===== src/rtl/decoder_pkg.sv =====
// Shared encodings and helpers for the one-hot scan decoder.
package decoder_pkg;

   // Mode input encodings
   localparam logic MODE_DIRECT = 1'b0;
   localparam logic MODE_SCAN   = 1'b1;

   // Widest one-hot vector the helper can build (select widths up to 8 bits)
   localparam int unsigned ONEHOT_MAX_N = 8;
   localparam int unsigned ONEHOT_MAX_W = 1 << ONEHOT_MAX_N;

   // Operating state, re-evaluated every cycle from enable/mode
   typedef enum logic [1:0] {
      OFF    = 2'd0,
      DIRECT = 2'd1,
      SCAN   = 2'd2
   } state_e;

   // Command from the top-level mode mux to the scan counter
   typedef enum logic [1:0] {
      CNT_HOLD    = 2'd0,
      CNT_LOAD    = 2'd1,
      CNT_RESTART = 2'd2,
      CNT_STEP    = 2'd3
   } cnt_op_e;

   // One-hot of idx within an n-bit select space; callers truncate to 2^n bits
   function automatic logic [ONEHOT_MAX_W-1:0] onehot(input logic [ONEHOT_MAX_N-1:0] idx,
                                                      input int unsigned n);
      logic [ONEHOT_MAX_W-1:0] vec;
      vec = '0;
      if (32'(idx) < (32'd1 << n)) begin
         vec[idx] = 1'b1;
      end
      return vec;
   endfunction

endpackage : decoder_pkg


===== src/rtl/decoder_scan_seq_scan_counter.sv =====
// Dwell counter plus index counter with inclusive last-compare and wrap flag.
module scan_counter
   import decoder_pkg::*;
#(
   parameter int unsigned N       = 4,
   parameter int unsigned DWELL_W = 8
) (
   input  logic               clk,
   input  logic               rst,
   input  cnt_op_e            op,
   input  logic [N-1:0]       load_idx,
   input  logic [N-1:0]       last,
   input  logic [DWELL_W-1:0] dwell,
   output logic [N-1:0]       idx,
   output logic [N-1:0]       idx_nxt_c,
   output logic               wrap_nxt_c
);

   logic [N-1:0]       idx_q;
   logic [DWELL_W-1:0] cnt_q, cnt_d;

   // Next index/dwell count; the >= compare lets a lowered last wrap immediately
   always_comb begin
      idx_nxt_c  = idx_q;
      cnt_d      = cnt_q;
      wrap_nxt_c = 1'b0;
      unique case (op)
         CNT_HOLD: begin
         end
         CNT_LOAD: begin
            idx_nxt_c = load_idx;
            cnt_d     = '0;
         end
         CNT_RESTART: begin
            idx_nxt_c = '0;
            cnt_d     = '0;
         end
         CNT_STEP: begin
            if (cnt_q < dwell) begin
               cnt_d = cnt_q + DWELL_W'(1);
            end else begin
               cnt_d = '0;
               if (idx_q >= last) begin
                  idx_nxt_c  = '0;
                  wrap_nxt_c = 1'b1;
               end else begin
                  idx_nxt_c = idx_q + N'(1);
               end
            end
         end
         default: begin
         end
      endcase
   end

   // Counter registers
   always_ff @(posedge clk) begin
      if (rst) begin
         idx_q <= '0;
         cnt_q <= '0;
      end else begin
         idx_q <= idx_nxt_c;
         cnt_q <= cnt_d;
      end
   end

   assign idx = idx_q;

endmodule : scan_counter


===== src/rtl/decoder_scan_seq.sv =====
// Registered N-to-2^N one-hot decoder with enable and auto-scan mode.
module decoder_scan_seq
   import decoder_pkg::*;
#(
   parameter int unsigned N       = 4,
   parameter int unsigned DWELL_W = 8
) (
   input  logic                clk,
   input  logic                rst,
   input  logic                enable,
   input  logic                mode,
   input  logic [N-1:0]        in,
   input  logic [N-1:0]        last,
   input  logic [DWELL_W-1:0]  dwell,
   output logic [(2**N)-1:0]   out,
   output logic [N-1:0]        idx,
   output logic                valid,
   output logic                wrap
);

   localparam int unsigned OUT_W = 2**N;

   state_e            state_q, state_d;
   cnt_op_e           cnt_op;
   logic [N-1:0]      idx_nxt_c;
   logic              wrap_nxt_c;
   logic [OUT_W-1:0]  out_q, out_d;
   logic              valid_q, valid_d;
   logic              wrap_q, wrap_d;

   scan_counter #(
      .N       (N),
      .DWELL_W (DWELL_W)
   ) u_scan_counter (
      .clk        (clk),
      .rst        (rst),
      .op         (cnt_op),
      .load_idx   (in),
      .last       (last),
      .dwell      (dwell),
      .idx        (idx),
      .idx_nxt_c  (idx_nxt_c),
      .wrap_nxt_c (wrap_nxt_c)
   );

   // State selection and mode mux; entering SCAN from any other state restarts at 0
   always_comb begin
      state_d = OFF;
      cnt_op  = CNT_HOLD;
      out_d   = '0;
      valid_d = 1'b0;
      wrap_d  = 1'b0;
      if (enable) begin
         valid_d = 1'b1;
         out_d   = OUT_W'(onehot(ONEHOT_MAX_N'(idx_nxt_c), N));
         if (mode == MODE_SCAN) begin
            state_d = SCAN;
            cnt_op  = (state_q == SCAN) ? CNT_STEP : CNT_RESTART;
            wrap_d  = wrap_nxt_c;
         end else begin
            state_d = DIRECT;
            cnt_op  = CNT_LOAD;
         end
      end
   end

   // State and output registers
   always_ff @(posedge clk) begin
      if (rst) begin
         state_q <= OFF;
         out_q   <= '0;
         valid_q <= 1'b0;
         wrap_q  <= 1'b0;
      end else begin
         state_q <= state_d;
         out_q   <= out_d;
         valid_q <= valid_d;
         wrap_q  <= wrap_d;
      end
   end

   assign out   = out_q;
   assign valid = valid_q;
   assign wrap  = wrap_q;

endmodule : decoder_scan_seq


===== config.mk =====
export PLATFORM = sky130hd
export DESIGN_NAME = decoder_scan_seq
export DESIGN_NICKNAME = d
export VERILOG_FILES = /design/src/rtl/decoder_pkg.sv /design/src/rtl/decoder_scan_seq_scan_counter.sv /design/src/rtl/decoder_scan_seq.sv
export SDC_FILE = /design/constraint.sdc
export NUM_CORES = 1
export LEC_CHECK = 0
export CAP_MARGIN = 20
export CORE_AREA = 2 2 78 61
export CTS_CLUSTER_SIZE = 28
export DETAILED_ROUTE_END_ITERATION = 7
export DIE_AREA = 0 0 80 63
export GPL_ROUTABILITY_DRIVEN = 0
export PLACE_DENSITY = 0.68
export SYNTH_ARGS = -nofsm -noshare
export SYNTH_HDL_FRONTEND = slang
export SYNTH_SLANG_ARGS = --single-unit
export TNS_END_PERCENT = 10

===== constraint.sdc =====
create_clock -name clk -period 2.44 [get_ports clk]
set_input_delay 0.488 -clock clk [delete_from_list [all_inputs] [get_ports clk]]
set_output_delay 0.488 -clock clk [all_outputs]
set_load 0.005 [all_outputs]

==> reports/metrics.yaml, run 1 <==
timing:
  finalHoldViolCount: 0
  setup_violations: 0
  clock-skew-final_ns: 0.00794
  layout_min_cycle_time_ns: 2.40
  rsz0062_at_grt: "true"
  clock.fmax_mhz: 416
  finalCritPeriodShare_pct: 98.5
  maxSlewHeadroom_pct: 67.9
  drv_slew: 0
  worstMarginPinSlew_ns: 0.476
synth:
  yosysUniqueCellTypes: 44
  yosysSeqAreaShare_pct: 38.7
  ys_warn_count: 0
  synth_top_area_cell: "dfxtp_1"
  synth_area_leaders: "dfxtp_1 (39%), ha_1 (9.8%), nor4b_2 (5.4%)"
  mappedNetlistArea_um2: 1660
  synth_nets: 207
  synth_top_area_share_pct: 38.7
  synth-seq-cells: 32
  avgSynthCellArea_um2: 9.52
  netlist_instances: 174
setup_path:
  critical_path.endpoint_type: "flop"
  cp_max_fo: 8
  r2r_start: "u_scan_counter.idx[0]"
  required_ns: 2.62
  cp-start-kind: "flop"
  r2r_end: "out[3]"
  r2r_cells: 8
  path_class: "reg -> reg"
  r2r_slack_ns: 0.04
  arrival_ns: 2.59
  critPathLaunch: "u_scan_counter.idx[0]"
clock_tree:
  cts_setup_buffers: 0
  clock_path_buffers: 2
  clk_pin_slew_worst_paths_ns: 0.07
  htree_levels: 2
  cts_hold_buf: 0
  worstSkewPairLatency_ns: 0.30
  cts_made_buffers: 5
  numClockSinks: 32
  cts_tree: "built"
  clock-root-buffer: "clkbuf_8"
power_and_ir_drop:
  clkPwrFrac_pct: 41.6
  pwr-share-comb_pct: 14.6
  vdd_drop_max_uv: 401
  switching_share_pct: 24.0
  seqPwrFrac_pct: 43.8
  p_per_area_nw_per_um2: 459
  p_leak_nw: 1.08
  p_int_mw: 0.925
  power.switching_mw: 0.292
min_path:
  min_from: "u_scan_counter.cnt_q[4]"
  whs_path_depth: 1
  worstHoldPathType: "reg -> reg"
  hold_end: "u_scan_counter.cnt_q[4]"
detailed_routing:
  firstDrtPassIters: 4
  drtIter0Drc: 26
  wl_per_cell_um: 14.4
  vias_per_cell: 5.08
  drc: 0
  routed_wl_mm: 4.45
  postRouteAntennaNets: 0
  num_vias: 1564
floorplanning:
  io_pins: 42
  die_area_um2: 5040
  dieHeight_um: 63
  die_width_um: 80
  start_util_pct: 38.4
  core_um2: 4310
  row_count: 21
cells_and_area:
  final_cell_mix: "dfxtp_1 (31), buf_4 (31), clkdlybuf4s50_1 (30)"
  area_growth_pct: 60.1
  fin_area_um2: 2650
  layout-drive-gt1-share_pct: 32.3
  num_antenna_cells: 0
  final_cell_count_no_fill: 308
  nNetsFinal: 283
placement:
  placed_area_um2: 2350
  io_buffers: 41
  detailed_place_hpwl_mm: 2.98
  placedCellCount: 300
global_route:
  antenna_found_initial: 0
  track_usage_pct: 19.3
  first_global_vias: 1609
  grt_pass1_wl_mm: 7.43
  grt_overflow: 0
  grt_max_degree: 15
job:
  maxCapViolations: 0
outcome:
  status: "finished, final reports clean"
-- final cells by class --
class,instances,area [um2]
sequential,32,642
clock buffer,6,72.6
clock inverter,2,35.0
fill,372,1660
multi-input combinational,121,1120
inverter,16,60.1
timing repair buffer,74,648
tap,57,71.3
-- routing by layer --
layer	GRT usage, %	vias to the layer above	wire, um
met3	4.62	7	204
met2	31.1	32	2100
met5	0	-	0
met1	24.5	737	2060
met4	8.26	0	84
li1	-	788	-
-- state kept, by name, indices dropped and copies added (netlist names) --
register / count
out: 16
u_scan_counter.cnt_q: 8
u_scan_counter.idx: 4
state_q: 2
valid: 1
wrap: 1
-- cell families (layout without fill, tap and decap cells) --
logic type | count (synthesis) | after routing | share of synthesized area, %
AOI/OAI and AO/OA | 35 | 35 | 15.7
DFF | 32 | 32 | 38.7
xor gates and xnor gates | 3 | 3 | 1.59
buffers and inverters | 21 | 98 | 5.74
adders and majority gates | 13 | 13 | 9.82
and+or+nand+nor | 63 | 63 | 23.9
muxes | 7 | 7 | 4.53
-- synthesized netlist by cell type (all sizes together) --
master / number
a2111o: 1
a2111oi: 1
a211o: 1
a211oi: 4
a21bo: 1
a21o: 2
a21oi: 8
a22o: 4
a32o: 1
a32oi: 1
and2: 1
and3: 2
and4b: 1
buf: 3
clkbuf: 2
dfxtp: 32
ha: 13
inv: 16
mux2: 1
mux2i: 6
nand2: 8
nand2b: 5
nand3: 8
nand4: 1
nand4b: 1
nor2: 14
nor2b: 4
nor3: 1
nor4: 9
nor4b: 8
o21a: 2
o21ai: 5
o21bai: 1
o22a: 1
o22ai: 1
o31ai: 1
xnor2: 2
xor2: 1
-- critical path, cell delays in order, from the launching register on --
cell	delay (ns)
dfxtp_2	0.34
inv_2	0.05
ha_4	0.20
nand2b_4	0.13
a211o_1	0.33
a2111o_1	0.45
mux2_4	0.30
a21o_4	0.27
nor4_1	0.23
-- power groups by stage --
stage / sequential (mW) / clock (mW) / combinational (mW)
final: 0.533 / 0.506 / 0.177
after global placement: 0.544 / 0 / 0.152
after floorplan: 0.546 / 0 / 0.0669
after CTS: 0.533 / 0.512 / 0.162
after global routing: 0.533 / 0.537 / 0.192
after detailed placement: 0.544 / 0 / 0.154
-- through the flow --
stage	power (mW)	worst slack, ns	hold slack, ns	utilization [%]	TNS (ns)
6_report	1.22	0.0371	0.535	61.6	0
5_1_grt	1.26	-0.136	0.548	61.6	-0.439
4_1_cts	1.21	0.00899	0.533	59.6	0
3_5_place_dp	0.699	-0.648	0.515	54.6	-12.85
3_3_place_gp	0.697	-0.606	0.509	54.6	-11.73
2_1_floorplan	0.613	0.0279	0.477	-	0
-- worst max-delay path by stage --
| stage | endpoint | slack [ns] | cells past startpoint |
|---|---|---|---|
| 4_1_cts | out[7] | 0.009 | 8 |
| 5_1_grt | out[4] | -0.14 | 12 |
| 2_1_floorplan | out[10] | 0.03 | 7 |
| 3_3_place_gp | u_scan_counter.idx[0] | -0.61 | 11 |
| 3_5_place_dp | out[0] | -0.65 | 10 |
| 6_report | out[3] | 0.04 | 8 |
-- repair_timing --
action,4_1_cts,5_1_grt
resized for setup,39,14
hold endpoints to repair,0,0
pin swaps,19,5
endpoints found under the setup margin,20,17
Power figures use the tool's default switching activity.
==> run 2, diff against run 1 <==
Settings changed: CTS_CLUSTER_SIZE 28 to 10.
==> results of run 2 <==
Final layout, timing and power as in run 1 (identical DEF).
==> run 3, diff against run 2 <==
Settings changed: CORE_AREA 2 2 78 61 to 2 2 74 59, DIE_AREA 0 0 80 63 to 0 0 76 61, PLACE_DENSITY 0.68 to 0.74.
==> run 3 against run 2 <==
Compared with the run above: combinational power grew 4%; critical endpoint is now out[11]; via count shrank 0.96%; largest power group unchanged; final cell count shrank 0.97%; flip-flop and latch count is the same; critical path depth is the same; global-route usage shrank 0.16 points; design area grew 1.6%.
==> reports/metrics.yaml, run 3 (synthesis results as in run 1) <==
global_route:
  grt_pass1_wl_mm: 6.98
  first_global_vias: 1524
  grt_overflow: 0
  antenna_found_initial: 0
  track_usage_pct: 19.2
  grt_max_degree: 12
setup_path:
  r2r_cells: 8
  crit_buf_inv: 1
  cp-start-kind: "flop"
  slowest_delay_ns: 0.45
  path_class: "reg -> reg"
  crit_family: "compound AO/OA/AOI/OAI gates"
  critical_path.endpoint_type: "flop"
  cp_slowest_cell: "a2111o_1"
  r2r_slack_ns: 0.04
  cp_max_fo: 8
  path_cells: "inv_2, ha_4, nand2b_4, a211o_1, a2111o_1, mux2_4, a21o_4, nor4_2"
  r2r_start: "u_scan_counter.idx[0]"
  r2r_end: "out[11]"
  arrival_ns: 2.60
  required_ns: 2.64
clock_tree:
  clock-root-buffer: "clkbuf_8"
  clock_path_buffers: 2
  numClockSinks: 32
  cts_hold_buf: 0
  htree_levels: 2
  cts_made_buffers: 5
  worstSkewPairLatency_ns: 0.29
  cts_tree: "built"
  clk_pin_slew_worst_paths_ns: 0.07
min_path:
  whs_path_depth: 1
  min_from: "u_scan_counter.cnt_q[4]"
  hold_end: "u_scan_counter.cnt_q[4]"
  worstHoldPathType: "reg -> reg"
timing:
  clock-skew-final_ns: 0.00959
  finalHoldViolCount: 0
  rsz0062_at_grt: "true"
  maxSlewHeadroom_pct: 65.4
  finalCritPeriodShare_pct: 98.3
  clock.fmax_mhz: 417
  tns_ns: 0
  drv_slew: 0
  worstMarginPinSlew_ns: 0.514
  setup_violations: 0
  layout_min_cycle_time_ns: 2.40
  hold_slack_ns: 0.518
detailed_routing:
  num_vias: 1549
  postRouteAntennaNets: 0
  drtIter0Drc: 43
  routed_wl_mm: 4.31
  wl_per_cell_um: 14.1
  drc: 0
  top_layer_used: "met4"
  firstDrtPassIters: 4
  met1_length_mm: 2.02
  route.met2.wl_mm: 2.02
  wl_met3_um: 240
  vias_per_cell: 5.08
cells_and_area:
  final_cell_count_no_fill: 305
  nNetsFinal: 282
  num_antenna_cells: 0
  area_growth_pct: 62.6
  layout-drive-gt1-share_pct: 33.2
  final_common_cell: "dfxtp_1"
  final_cell_mix: "dfxtp_1 (31), clkdlybuf4s50_1 (30), buf_4 (30)"
  largest_register_ffs: 16
  fin_area_um2: 2690
floorplanning:
  start_util_pct: 42.7
  die_area_um2: 4640
  core_um2: 3880
  io_pins: 42
  dieHeight_um: 61
  die_width_um: 76
  row_count: 20
job:
  maxCapViolations: 0
power_and_ir_drop:
  p_per_area_nw_per_um2: 451
  p_leak_nw: 1.09
  vdd_drop_max_uv: 381
placement:
  placedCellCount: 292
  io_buffers: 41
  placed_area_um2: 2320
  detailed_place_hpwl_mm: 2.93
outcome:
  status: "finished, final reports clean"
## run 3: changes by cell type in the layout (fill, tap and decap cells not counted), sizes merged
cell  previous run  this run
buf             33        32
## run 3: layout make-up
type,count,area (um2)
clock buffer,6,72.6
clock inverter,2,35.0
fill,287,1180
inverter,16,60.1
multi-input combinational,121,1170
sequential,32,642
tap,55,68.8
timing repair buffer,73,649
## run 3: how the worst max path moves through the flow
stage	start	end	slack, ns	depth (start not counted)
6_report	u_scan_counter.idx[0]	out[11]	0.04	8
5_1_grt	u_scan_counter.idx[0]	out[14]	-0.05	8
4_1_cts	u_scan_counter.idx[0]	out[14]	0.0008	8
3_5_place_dp	dwell[2]	out[4]	-0.64	10
3_3_place_gp	dwell[2]	out[4]	-0.60	10
2_1_floorplan	last[0]	out[10]	0.03	7
## run 3: report_power, final
| part | switching [mW] | internal, mW |
|---|---|---|
| clock network | 0.195 | 0.303 |
| logic | 0.0880 | 0.0961 |
| registers | 0.00320 | 0.529 |
| total | 0.286 | 0.928 |
## run 3: what timing repair did
action                     4_1_cts  5_1_grt
pin swaps                       22        5
gates resized for setup         43       14
setup endpoints to repair       18       17
buffers inserted                 3        2
## run 3: stage by stage
step	util, %	worst slack, ns	total power, mW
finish	69.5	0.0411	1.21
global route	69.5	-0.0548	1.26
CTS	66.7	0.000800	1.20
detailed placement	59.7	-0.635	0.696
global placement	59.7	-0.600	0.694
floorplan	-	0.0279	0.613
## run 3: metal layers
metal | GRT usage (%) | vias up
li1 | - | 783
met1 | 24.1 | 717
met2 | 33.0 | 47
met3 | 6.55 | 2
met4 | 3.90 | 0
met5 | 0 | -
